**config.mk**
```make
export PLATFORM = sky130hd
export DESIGN_NAME = inst_fetch
export DESIGN_NICKNAME = d
export VERILOG_FILES = /design/src/rtl/inst_fetch.sv
export SDC_FILE = /design/constraint.sdc
export NUM_CORES = 1
export LEC_CHECK = 0
export BUFFER_PORTS_ARGS = -buffer_cell sky130_fd_sc_hd__buf_2
export CELL_PAD_IN_SITES_DETAIL_PLACEMENT = 1
export CELL_PAD_IN_SITES_GLOBAL_PLACEMENT = 1
export CORE_MARGIN = 2
export CORE_UTILIZATION = 44
export CTS_CLUSTER_SIZE = 12
export DETAILED_ROUTE_END_ITERATION = 10
export GPL_TIMING_DRIVEN = 0
export PLACE_DENSITY_LB_ADDON = 0.05
export RECOVER_POWER = 50
export SLEW_MARGIN = 20
export SYNTH_ARGS = -nofsm -noshare
export SYNTH_HDL_FRONTEND = slang
export SYNTH_SLANG_ARGS = --single-unit
```
**constraint.sdc**
```tcl
create_clock -name clk -period 2.93 [get_ports clk]
set_clock_uncertainty 0.2 [all_clocks]
set_input_delay 0.586 -clock clk [delete_from_list [all_inputs] [get_ports clk]]
set_output_delay 0.586 -clock clk [all_outputs]
set_load 0.02 [all_outputs]
```
**src/rtl/inst_fetch.sv**
```systemverilog
// inst_fetch: MIPS fetch stage driving a synchronous-read ROM, with one read in flight and a 2-entry {pc,inst} queue
module inst_fetch #(
  parameter logic [29:0] RESET_PC = 30'h0000_0000
) (
  input  logic        clk,
  input  logic        rst_n,
  output logic [29:0] imem_addr,
  input  logic [31:0] imem_inst,
  input  logic        redirect_valid,
  input  logic [29:0] redirect_pc,
  output logic        out_valid,
  input  logic        out_ready,
  output logic [29:0] out_pc,
  output logic [31:0] out_inst
);
  logic [29:0] pc, inflight_pc;
  logic        inflight, pop, push, issue;
  logic [1:0]  count, cnt_ap;
  logic [29:0] q_pc [2];
  logic [31:0] q_inst [2];
  assign imem_addr = redirect_valid ? redirect_pc : pc;
  assign out_valid = count != 2'd0;
  assign out_pc    = q_pc[0];
  assign out_inst  = q_inst[0];
  assign pop       = out_valid & out_ready;
  assign push      = inflight & ~redirect_valid;
  assign cnt_ap    = count - {1'b0, pop};
  // queued + in-flight words after this pop must leave room for the word being issued
  assign issue     = redirect_valid | (({1'b0, count} + {2'b0, inflight} - {2'b0, pop}) < 3'd2);
  always_ff @(posedge clk or negedge rst_n) begin
    if (!rst_n) begin
      pc          <= RESET_PC;
      inflight    <= 1'b0;
      inflight_pc <= '0;
      count       <= '0;
      q_pc        <= '{default: '0};
      q_inst      <= '{default: '0};
    end else begin
      inflight <= issue;
      if (issue) begin
        inflight_pc <= imem_addr;
        pc          <= imem_addr + 30'd1;
      end
      count <= redirect_valid ? 2'd0 : cnt_ap + {1'b0, push};
      if (pop) begin
        q_pc[0]   <= q_pc[1];
        q_inst[0] <= q_inst[1];
      end
      if (push) begin
        q_pc[cnt_ap[0]]   <= inflight_pc;
        q_inst[cnt_ap[0]] <= imem_inst;
      end
    end
  end
  assert property (@(posedge clk) disable iff (!rst_n) !(push && !pop && count == 2'd2));
endmodule

```
==> impl_results.md <==
- Port Buffers: 157
- Startpoint types: primary input
- Tightest Pin Transition: slightly below 0.9 ns
- CP top delay family: buffers and inverters
- Sink Count: between 150 and 200
- Largest stage delay, worst path: 0.51 ns
- Post-Place Cell Area: 10500 um2
- Req. time, crit path: approximately 2.1 ns
- Cell taking the most area after synthesis: dfrtp_1
- Core footprint: 20400 um2
- Post-synthesis cell type count: 52
- Psw: 4890 uW
- Mux cell area share after synthesis: between 10% and 20%
- H-tree Lvls: 4
- Final hold vios: 0
- Combinational power share: between 40% and 50%
- Max FO, Critical Path: 10
- Pwr/cell area: 1110 nW/um2
- Die area: between 20000 and 25000 um2
- Share of cells above drive strength 1: 28.7%
- Synth Area in Simple Gates: 10.9%
- Pleak: roughly 0.0053 uW
- Initial core utilization: 45.2%
- Yosys warning count: 0
- Fillers: ~2300
- Clk_lat worst skew: 0.44 ns
- DIE WIDTH: 149 um
- Critical Path Slowest Stage Cell: mux2i_1
- Clk root buf: clkbuf_16
- Period utilization: 95.6%
- Syn avg cell area: 10.8 um2
- Finished Layout Cells: 1315
- Most common cell in the netlist: dfrtp_1
- Gate Count Post-Synth: 853
- Initial antenna violation count: 0
- Multi-input gate area: 3790 um2
- Post-synth top cells: 187 x dfrtp_1, 111 x nor2_1, 97 x a21oi_1, 86 x mux2i_1, 70 x mux2_2
- Nets: between 1000 and 1500
- DRC: 0
- Post-route ant nets: 0
- Clk network pwr share: between 10% and 20%
- Detailed Route WL: between 20000 and 25000 um
- Sequential power share: 38.9%
- Total global-route track usage: 22.2%
- Ant. Diodes: 0
- Final slew viol count: 0
- Vias in the first global route: 7101
- Num CTS Buffers: 17
- Via count: 6837
- Synth Area in Adders: 0.625%
- Post-synth top area share: roughly half
- Maximum clock insertion buffer count: 2
- Cell Int Power: between 7000 and 8000 uW
- Placed Cells: 1282
- Largest family of logic cells by synthesized area: multiplexers
- Top FF cell, synth: dfrtp_1
- Syn_nets: about 900
- Fin crit period: 2.80 ns
- Buf+Inv Stages, Crit Path: 6
- Maxcap violations: 0
- Total gr overflow: 0
- CTS tree: done
- RSZ-0062 raised after global routing: no
- Peak supply drop: 0.000473 V
- Post-DR wirelength/cell: 18.0 um
- FF-to-FF setup slack: between 0.2 and 0.25 ns
- Util after Layout: 53.8%
- DRT Pass-1 Iters: 4
- Row Count: 52
- I/O pins: 159
- Area taken by flip-flops and latches: 4680 um2
- Synth Area in XOR/XNOR: between 1.5 and 2%
- Synth Register Bits: between 150 and 200
- Slew HR: between 40% and 50%
- Synth area leaders: dfrtp_1 51%, mux2i_1 9.3%, mux2_2 8.6%
- Arrival @ worst endpoint: 2.01 ns
- DP HPWL: 17200 um
- Sequential area share after synthesis: 50.8%
- Die Span Y: about 150 um
- Complex-gate fraction of the synthesized area: 9.51%
- Largest net degree at the start of global routing: 93
- Hold Path Class: primary input to flip-flop
- Async SR Flop Fraction: 100%
- RePlAce Congestion: 0.801
- Area growth syn-to-layout: 19.0%
- Clk slew on worst S/H paths: 0.08 ns
- Kind of critical path: primary input to output port
- Most used cell, CP: buf_6
- Fmax: around 360 MHz
- Mapped cell area: between 9000 and 10000 um2
- CP Capture Type: output port
- Post-CTS setup repair buffer count: 0
- Final setup vio count: 0
- Status: completed
- 1st-iter DRT viols: 215
- Fin area: 11000 um2
- Vias per cell: 5.20
- Switch share: 40.2%
- Post-synth EDFFs: 0
- Global-route wire length before repair: 38200 um
- CP cell instances: buf_6 -> buf_12 -> buf_6 -> buf_6 -> mux2i_1 -> inv_1 -> buf_2
metal layers:
metal | track usage, % | vias up | wire length [um]
met5 | 0 | - | 0
met4 | 5.67 | 0 | 307
met3 | 3.37 | 20 | 958
met2 | 36.4 | 162 | 11300
met1 | 31.3 | 3415 | 11100
li1 | - | 3240 | -
area by class of cell:
| cell class | instances | area share (%) |
|---|---|---|
| sequential | 187 | 42.7 |
| clock buffer | 18 | 4.01 |
| buffer | 107 | 6.53 |
| inverter | 28 | 0.982 |
| clock inverter | 14 | 1.13 |
| tap | 270 | 3.08 |
| timing repair buffer | 160 | 7.00 |
| multi-input combinational | 531 | 34.6 |
layout by cell type (no fill, tap or decap), types with 17 or more instances in the layout:
cell	Yosys	layout
buf_2	3	96
a21oi_1	97	96
clkbuf_1	30	81
nand2_1	36	36
buf_4	63	62
nor2_1	111	111
inv_1	27	27
nand3_1	18	18
mux2_2	70	68
dfrtp_1	187	187
mux2i_1	86	85
clkbuf_16	0	17
power groups by stage:
stage	sequential, uW	combinational [uW]	clock, uW
after CTS	4740	5360	2290
after global placement	4720	5170	0
after detailed placement	4780	5310	0
final	4730	5200	2240
after global routing	4910	5720	2400
after floorplan	4480	3930	0
path summary, 6_finish.rpt:
path / to / depth (start not counted) / startpoint
worst max-delay path: imem_addr[15] / 7 / redirect_valid
worst min-delay path: flip-flop / 2 / imem_inst[24]
worst max register to register: pc[4] / 11 / count[0]
worst min register to register: pc[21] / 2 / pc[21]
max in group asynchronous: pc[14] / 4 / rst_n
min in group asynchronous: asynchronous set/reset pin / 2 / rst_n
worst reg2reg max path, delay by kind of cell, from the launching register on:
kind	cells	cell delay, ns
AOI/OAI and AO/OA	3	0.64
xor gates and xnor gates	1	0.15
adders and majority gates	1	0.38
buffers and inverters	4	0.63
DFF	1	0.36
and+or+nand+nor	2	0.26
stage by stage:
step	TNS, ns	power [uW]	setup WS [ns]	hold WS, ns
finish	0	12200	0.129	0.201
global route	0	13000	0.0137	0.187
CTS	0	12400	0.0283	0.180
detailed placement	-24.66	10100	-0.618	0.271
global placement	-433.21	9880	-2.22	0.267
floorplan	0	8410	0.0281	0.0904
logic make-up (layout without fill, tap and decap cells):
family,after synthesis,in the layout
flip-flops,187,187
AND/OR/NAND/NOR,210,210
AO/OA/AOI/OAI,143,143
adder cells (fa/ha/maj),4,4
buffers and inverters,135,327
multiplexers,158,158
XOR/XNOR,16,16
repair_timing:
action	CTS	global route
pin swaps	0	1
setup endpoints to repair	39	58
endpoints found under the hold margin	33	0
gates resized for setup	6	21
hold buffers	1	0
(Power assumes the default switching activity.)
